## src/rtl/reg_bank_scoreboard_pkg.sv

```systemverilog
// Shared constants and helpers for the register bank with busy scoreboard.
package reg_bank_scoreboard_pkg;

    localparam int unsigned REG_ZERO   = 0;
    localparam logic [3:0]  OP_NOWRITE = 4'b1111;

    // Address width for a bank of the given depth; never narrower than one bit.
    function automatic int unsigned addr_width(input int unsigned depth);
        return (depth > 1) ? $clog2(depth) : 1;
    endfunction

endpackage

```

## src/rtl/reg_bank_read_port.sv

```systemverilog
// One asynchronous read port: register mux, write bypass and busy qualification.
module reg_bank_read_port
    import reg_bank_scoreboard_pkg::*;
#(
    parameter int unsigned  WIDTH    = 32,
    parameter int unsigned  DEPTH    = 16,
    parameter bit           ZERO_REG = 1'b0,
    parameter bit           BYPASS   = 1'b1,
    localparam int unsigned AW       = addr_width(DEPTH)
) (
    input  logic [DEPTH-1:0][WIDTH-1:0] regs,
    input  logic [DEPTH-1:0]            busy_vec,
    input  logic                        wr_en,
    input  logic [AW-1:0]               wr_addr,
    input  logic [WIDTH-1:0]            wr_data,
    input  logic [AW-1:0]               rd_addr,
    output logic [WIDTH-1:0]            rd_data_c,
    output logic                        busy_c
);

    logic zero_hit;
    logic wr_hit;

    // An in-flight writeback both forwards its data and retires the hazard.
    always_comb begin
        zero_hit  = ZERO_REG && (rd_addr == AW'(REG_ZERO));
        wr_hit    = wr_en && (wr_addr == rd_addr);
        rd_data_c = regs[rd_addr];
        busy_c    = busy_vec[rd_addr];
        if (BYPASS) begin
            if (wr_hit) begin
                rd_data_c = wr_data;
            end
            busy_c = busy_vec[rd_addr] && !wr_hit;
        end
        if (zero_hit) begin
            rd_data_c = '0;
            busy_c    = 1'b0;
        end
    end

endmodule

```

## src/rtl/reg_bank_scoreboard.sv

```systemverilog
// Clocked register bank with two bypassed read ports and a per-register busy scoreboard.
module reg_bank_scoreboard
    import reg_bank_scoreboard_pkg::*;
#(
    parameter int unsigned  WIDTH    = 32,
    parameter int unsigned  DEPTH    = 16,
    parameter bit           ZERO_REG = 1'b0,
    parameter bit           BYPASS   = 1'b1,
    localparam int unsigned AW       = addr_width(DEPTH)
) (
    input  logic             clk,
    input  logic             rst_n,
    input  logic             wr_en,
    input  logic [AW-1:0]    wr_addr,
    input  logic [WIDTH-1:0] wr_data,
    input  logic [AW-1:0]    rd_addr0,
    output logic [WIDTH-1:0] rd_data0,
    input  logic [AW-1:0]    rd_addr1,
    output logic [WIDTH-1:0] rd_data1,
    input  logic             rsv_en,
    input  logic [AW-1:0]    rsv_addr,
    output logic             busy0,
    output logic             busy1,
    output logic             rsv_stall,
    output logic [AW:0]      pending_cnt
);

    localparam int unsigned CW = AW + 1;

    logic [DEPTH-1:0][WIDTH-1:0] regs_q;
    logic [DEPTH-1:0][WIDTH-1:0] regs_d;
    logic [DEPTH-1:0]            busy_q;
    logic [DEPTH-1:0]            busy_d;
    logic [CW-1:0]               cnt_q;
    logic [CW-1:0]               cnt_d;
    logic                        wr_ok;
    logic                        rsv_zero;
    logic                        rsv_ok;
    logic                        cnt_inc;
    logic                        cnt_dec;

    // Next state: writeback clears busy, an accepted reservation sets it last so it wins.
    always_comb begin
        regs_d    = regs_q;
        busy_d    = busy_q;
        cnt_d     = cnt_q;
        wr_ok     = wr_en && !(ZERO_REG && (wr_addr == AW'(REG_ZERO)));
        rsv_zero  = ZERO_REG && (rsv_addr == AW'(REG_ZERO));
        rsv_stall = rsv_en && !rsv_zero && busy_q[rsv_addr]
                    && !(wr_en && (wr_addr == rsv_addr));
        rsv_ok    = rsv_en && !rsv_zero && !rsv_stall;

        if (wr_ok) begin
            regs_d[wr_addr] = wr_data;
            busy_d[wr_addr] = 1'b0;
        end
        if (rsv_ok) begin
            busy_d[rsv_addr] = 1'b1;
        end

        // Count only real 0->1 and 1->0 transitions of the busy bits.
        cnt_inc = rsv_ok && !busy_q[rsv_addr];
        cnt_dec = wr_ok && busy_q[wr_addr] && !(rsv_ok && (rsv_addr == wr_addr));
        if (cnt_inc && !cnt_dec) begin
            cnt_d = cnt_q + CW'(1);
        end else if (cnt_dec && !cnt_inc) begin
            cnt_d = cnt_q - CW'(1);
        end
    end

    always_ff @(posedge clk or negedge rst_n) begin
        if (!rst_n) begin
            regs_q <= '0;
            busy_q <= '0;
            cnt_q  <= '0;
        end else begin
            regs_q <= regs_d;
            busy_q <= busy_d;
            cnt_q  <= cnt_d;
        end
    end

    assign pending_cnt = cnt_q;

    reg_bank_read_port #(
        .WIDTH   (WIDTH),
        .DEPTH   (DEPTH),
        .ZERO_REG(ZERO_REG),
        .BYPASS  (BYPASS)
    ) u_port0 (
        .regs     (regs_q),
        .busy_vec (busy_q),
        .wr_en    (wr_en),
        .wr_addr  (wr_addr),
        .wr_data  (wr_data),
        .rd_addr  (rd_addr0),
        .rd_data_c(rd_data0),
        .busy_c   (busy0)
    );

    reg_bank_read_port #(
        .WIDTH   (WIDTH),
        .DEPTH   (DEPTH),
        .ZERO_REG(ZERO_REG),
        .BYPASS  (BYPASS)
    ) u_port1 (
        .regs     (regs_q),
        .busy_vec (busy_q),
        .wr_en    (wr_en),
        .wr_addr  (wr_addr),
        .wr_data  (wr_data),
        .rd_addr  (rd_addr1),
        .rd_data_c(rd_data1),
        .busy_c   (busy1)
    );

endmodule

```

## config.mk

```make
export PLATFORM = sky130hd
export DESIGN_NAME = reg_bank_scoreboard
export DESIGN_NICKNAME = d
export VERILOG_FILES = /design/src/rtl/reg_bank_scoreboard_pkg.sv /design/src/rtl/reg_bank_read_port.sv /design/src/rtl/reg_bank_scoreboard.sv
export SDC_FILE = /design/constraint.sdc
export NUM_CORES = 1
export LEC_CHECK = 0
export ABC_AREA = 1
export CORE_ASPECT_RATIO = 1.25
export CORE_UTILIZATION = 30
export CTS_CLUSTER_SIZE = 24
export DETAILED_ROUTE_END_ITERATION = 6
export PLACE_DENSITY = 0.49
export SYNTH_ARGS = -nofsm -noshare
export SYNTH_HDL_FRONTEND = slang
export SYNTH_SLANG_ARGS = --single-unit
```

## constraint.sdc

```tcl
create_clock -name clk -period 2 [get_ports clk]
set_input_delay 0.3 -clock clk [delete_from_list [all_inputs] [get_ports clk]]
set_output_delay 0.3 -clock clk [all_outputs]
set_load 0.02 [all_outputs]
```

After elaboration in Yosys (flattened, before gate mapping)
Index checks and enable logic that the tools add are counted.
{"block": "totals", "reg_bits": 533, "input_bits": 52, "output_inout_bits": 72, "word_cells": 83}
{"block": "op_classes", "addsub": 2, "n_lt_le_gt_ge": 6, "eq_ne": 4, "n_mux": 25, "bitwise_logic": 3, "reduce_logical": 25}
{"cell": "bitwise mux 512 bit", "count": 1}
{"cell": "binary-select mux 32 bit (select 4 bit)", "count": 2}
{"cell": "2-to-1 mux 32 bit", "count": 5}
{"cell": "demux 32 bit (select 4 bit)", "count": 1}
{"cell": "2-to-1 mux 16 bit", "count": 2}
{"cell": "< comparator 4 x 5 -> 1 bit (second input constant)", "count": 4}
{"cell": "AND 16 bit", "count": 1}
{"cell": "binary-select mux 1 bit (select 4 bit)", "count": 4}
{"cell": "== test 4 bit", "count": 4}
{"cell": "logical AND 1 bit", "count": 16}
{"cell": "inverter 16 bit", "count": 1}
{"cell": "bitwise OR 16 bit", "count": 1}
{"cell": "2-to-1 mux 5 bit", "count": 2}
{"cell": "demux 1 bit (select 4 bit)", "count": 2}
{"cell": "greater-or-equal comparator 4 x 1 -> 1 bit (second input constant)", "count": 2}
{"cell": "zero test 1 bit", "count": 8}
{"cell": "2-to-1 mux 1 bit", "count": 6}
{"cell": "adder 5 x 1 -> 5 bit (second input constant)", "count": 1}
{"cell": "subtractor 5 x 1 -> 5 bit (second input constant)", "count": 1}
{"cell": "nonzero test 2 bit", "count": 1}

Logic depth before layout (Yosys ltp)
{"block": "depth", "ltp_word": 12, "mapped_depth": 18, "ltp_nobuf": 17}

Cells and area by module
From an unflattened synthesis, not the netlist that was laid out.
{"block": "unflattened", "hier_cells": 4628, "area_unflattened_um2": 31361.3}
{"mod": "reg_bank_scoreboard", "instances": 1, "cells_per_inst": 1964, "area_per_inst_um2": 19835.3, "seq_area_each_um2": 13337.8}
{"mod": "reg_bank_read_port", "instances": 2, "cells_per_inst": 1332, "area_per_inst_um2": 5763.0, "seq_area_each_um2": 0.0}

Worst setup path after synthesis
Ideal clock, no wire load.
{"block": "synth_path", "path_kind": "input to register", "start": "input wr_addr[0]", "end": "register cnt_q[4] (netlist: pending_cnt[4])", "setup_time_ps": 128, "arrival_ps": 2175, "required_time_ps": 1872, "setup_slack_ps": -303, "stages": 16, "n_path_buf": 1, "path_cell_list": "buf_4 nor2_2 nand2_1 o21ai_0 o21ai_0 nand4_1 nand3_1 ha_1 fa_1 inv_1 nand2_1 a21oi_1 nor2_1 nand2_1 nand3_1 xnor2_1"}
{"block": "synth_between", "elab_chain_len": 12, "elab_cells_between_ends": 20, "classes_between": "2 x eq/ne; 3 x mux; 15 x reduce/logical"}
{"element": "start, declared", "line": "reg_bank_scoreboard.sv:14", "rtl": "input logic [AW-1:0] wr_addr,"}
{"element": "== test 4 bit", "line": "reg_bank_scoreboard.sv:50, reg_bank_scoreboard.sv:63"}
{"element": "logical AND 1 bit", "line": "reg_bank_scoreboard.sv:50", "rtl": "&& !(wr_en && (wr_addr == rsv_addr));"}
{"element": "zero test 1 bit", "line": "reg_bank_scoreboard.sv:50"}
{"element": "logical AND 1 bit", "line": "reg_bank_scoreboard.sv:50"}
{"element": "zero test 1 bit", "line": "reg_bank_scoreboard.sv:51", "rtl": "rsv_ok = rsv_en && !rsv_zero && !rsv_stall;"}
{"element": "logical AND 1 bit", "line": "reg_bank_scoreboard.sv:51"}
{"element": "logical AND 1 bit", "line": "reg_bank_scoreboard.sv:63", "rtl": "cnt_dec = wr_ok && busy_q[wr_addr] && !(rsv_ok && (rsv_addr == wr_addr));"}
{"element": "zero test 1 bit", "line": "reg_bank_scoreboard.sv:63"}
{"element": "logical AND 1 bit", "line": "reg_bank_scoreboard.sv:63"}
{"element": "zero test 1 bit", "line": "reg_bank_scoreboard.sv:64", "rtl": "if (cnt_inc && !cnt_dec) begin"}
{"element": "logical AND 1 bit", "line": "reg_bank_scoreboard.sv:64"}
{"element": "2-to-1 mux 5 bit / nonzero test 2 bit (equally long branches)"}
{"element": "end signal, assigned", "line": "reg_bank_scoreboard.sv:79", "rtl": "cnt_q <= cnt_d;"}
{"element": "end, declared", "line": "reg_bank_scoreboard.sv:34", "rtl": "logic [CW-1:0] cnt_q;"}
Several ways; a longest one is shown, not always the timed one. The select of a mux whose other input is x is not followed.
A chain may end at the register's enable or synchronous reset.

Final worst setup path
{"block": "layout_path", "start": "register busy_q[9]", "end": "output busy0"}
{"block": "layout_between", "elab_chain_len": 3}
{"element": "start, declared", "line": "reg_bank_scoreboard.sv:32", "rtl": "logic [DEPTH-1:0] busy_q;"}
{"element": "start signal, assigned", "line": "reg_bank_scoreboard.sv:78", "rtl": "busy_q <= busy_d;"}
{"element": "binary-select mux 1 bit (select 4 bit)"}
{"element": "2-to-1 mux 1 bit (not written as such)", "line": "reg_bank_read_port.sv:34", "rtl": "busy_c = busy_vec[rd_addr] && !wr_hit;"}
{"element": "logical AND 1 bit", "line": "reg_bank_read_port.sv:34"}
{"element": "end, declared", "line": "reg_bank_scoreboard.sv:22", "rtl": "output logic busy0,"}
Every way passes these cells. The select of a mux whose other input is x is not followed.

==> results.py <==
metrics = {
    "outcome": {
        "status": "complete, but fails checks",
        "violations": "DRC, setup timing",
    },
    "place": {
        "portBuffers": 123,
        "hpwl_um": 79100,
        "gp_congestion": 0.861,
        "dp_cells": 5879,
        "placedInstanceArea_um2": 36500,
        "dp_slack_ns": -0.975,
    },
    "setup_path": {
        "worstSetupEndpointType": "primary output",
        "reg2reg_depth": 17,
        "path_delay_family": "compound AO/OA/AOI/OAI gates",
        "crit_slowest_cell": "dfrtp_1",
        "cp.required_ns": 1.70,
        "path_max_fanout": 3,
        "critPathMaxStageDelay_ns": 0.39,
        "r2r_start": "busy_q[9]",
        "ff2ff_setup_slack_ns": -0.30,
        "start_kind": "flip-flop",
        "critPathKind": "reg2out",
        "critPathBufInv": 3,
        "crit_chain": "inv_2, buf_4, a21oi_1, o21ai_1, nand3_1, nand3_2, a21boi_4, buf_6",
        "r2r_end": "pending_cnt[4]",
        "crit_arrival_ns": 2.01,
    },
    "clocking": {
        "cts_buffers": 60,
        "clk_pin_slew_ns": 0.06,
        "clkSinkCount": 533,
        "cts_tree": "built",
        "clk-insertion-delay-late_ns": 0.66,
        "clock-root-buffer": "clkbuf_16",
        "htreeDepth": 2,
        "clockBufferDepth": 3,
    },
    "yosys": {
        "yosysTopAreaCellShare": 0.433,
        "synth_nets": 4442,
        "syn_area_per_cell_um2": 7.03,
        "yosysWarnings": 0,
        "seq_area_frac_synth": 0.433,
        "synthCells": 4385,
        "yosysTopAreaCell": "dfrtp_1",
        "syn-cell-area_um2": 30800,
        "synth_area_leaders": "dfrtp_1, nand2_1, nand3_1, o21ai_0, a21oi_1",
        "synth.distinct_cells": 33,
        "ys_ff_latch": 533,
    },
    "drt": {
        "routed_via_density": 5.14,
        "first_iter_violations": 2586,
        "drt_wl_total_um": 123000,
        "wl_per_cell_um": 20.2,
        "first_pass_iters": 7,
        "vias": 31270,
        "drc": 2,
        "ant_nets": 0,
    },
    "timing": {
        "min_period_over_period": 1.16,
        "hold_violations": 0,
        "fin_ws_ns": -0.312,
        "slew_violations": 0,
        "setup_viol": 70,
        "hold_slack_ns": 0.152,
        "fmax_ghz": 0.433,
        "grt_setup_unrepaired": "yes",
        "tightest_slew_ns": 0.464,
        "skew_ns": 0.00550,
        "period_minus_slack_ns": 2.31,
        "slew_headroom": 0.690,
    },
    "global_route": {
        "track_usage": 0.237,
        "overflow": 0,
        "grt_pass1_wl_um": 189000,
        "grt_max_degree": 72,
        "antenna_found_initial": 0,
        "grt_pass1_vias": 30071,
    },
    "final_layout": {
        "num-fill-cells": 10617,
        "final_area_um2": 40800,
        "area_growth_pct": 32.2,
        "diodes": 0,
        "layout_common_cells": "nand2_1, dfrtp_1, nand3_1, o21ai_0, buf_4",
        "fin_cells": 6083,
        "drive_gt1_frac": 0.208,
        "nNetsFinal": 4763,
        "final_common_cell": "nand2_1",
        "fin_util": 0.400,
    },
    "die": {
        "die-area_um2": 104000,
        "fp.dieH_um": 360,
        "row_count": 131,
        "start_util": 0.302,
        "die_x_um": 289,
        "core_um2": 102000,
        "io_pins": 124,
    },
    "pwr": {
        "leakagePower_nw": 19.0,
        "power.density_nw_per_um2": 907,
        "ir_worst_vdd_mv": 0.755,
    },
    "worst_hold_path": {
        "hold_class": "in2async",
    },
    "flow_run": {
        "max-cap-violations": 0,
    },
}
stage by stage:
stage | total power, mW | setup TNS, ns
6_report | 37.0 | -9.41
3_5_place_dp | 24.4 | -144.02
3_3_place_gp | 24.3 | -145.14
2_1_floorplan | 20.5 | -0.221
4_1_cts | 36.8 | -12.07
5_1_grt | 39.2 | -17.81
logic make-up after synthesis:
group	Yosys count	share of synthesized area
simple gates	2095	0.283
compound gates	1162	0.192
buf+inv	587	0.0897
flops	533	0.433
fa+ha+maj	5	0.00227
xor+xnor	3	0.000853
state kept, by name, indices dropped and copies added (netlist names):
register	flops
regs_q	512
busy_q	16
pending_cnt	5
report_power, final:
part	total (mW)	switching [mW]	internal, mW
clock	11.6	4.89	6.68
sequential	15.0	1.75	13.2
combinational	10.4	5.87	4.55
layout make-up:
type / instances / area [um^2] / share of cell area
multi-input combinational: 3265 / 15700 / 0.386
timing repair inverter: 2 / 31.3 / 0.000768
tap: 1330 / 1660 / 0.0408
timing repair buffer: 633 / 7110 / 0.175
inverter: 211 / 832 / 0.0204
clock inverter: 13 / 189 / 0.00464
clock buffer: 96 / 1850 / 0.0453
sequential: 533 / 13300 / 0.327
metal layers:
layer  global-route usage  wire length [um]  vias to the layer above
li1                     -                 -                    15149
met2                0.383             57600                      896
met3               0.0236              5820                      249
met5                    0                 0                        -
met4               0.0953              5190                        0
met1                0.322             54500                    14976
worst max path at each step:
stage	slack (ns)	cells after the start	startpoint	endpoint
after floorplan	-0.13	17	wr_addr[0]	pending_cnt[4]
after global placement	-1.03	15	wr_addr[2]	pending_cnt[4]
after detailed placement	-0.97	15	wr_addr[2]	pending_cnt[4]
after CTS	-0.34	8	busy_q[13]	busy0
after global routing	-0.45	17	busy_q[9]	pending_cnt[4]
final	-0.31	8	busy_q[9]	busy0
what timing repair did:
| action | CTS | global route |
|---|---|---|
| buffers inserted | 49 | 32 |
| pin swaps | 156 | 111 |
| hold buffers | 1 | 0 |
| gates resized for setup | 651 | 175 |
| endpoints found under the hold margin | 375 | 0 |
| setup endpoints to repair | 75 | 71 |
| cloned | 18 | 0 |
cell usage after synthesis, drive strengths merged:
cell type / n
nand2: 1378
o21ai: 742
nand3: 545
dfrtp: 533
a21oi: 402
buf: 261
inv: 211
nor2: 167
clkbuf: 115
o211ai: 12
ha: 4
nand4: 3
o22ai: 3
xnor2: 3
a21boi: 2
a31oi: 1
fa: 1
nor3: 1
nor3b: 1
No activity file was read; power rests on OpenSTA's default activity.
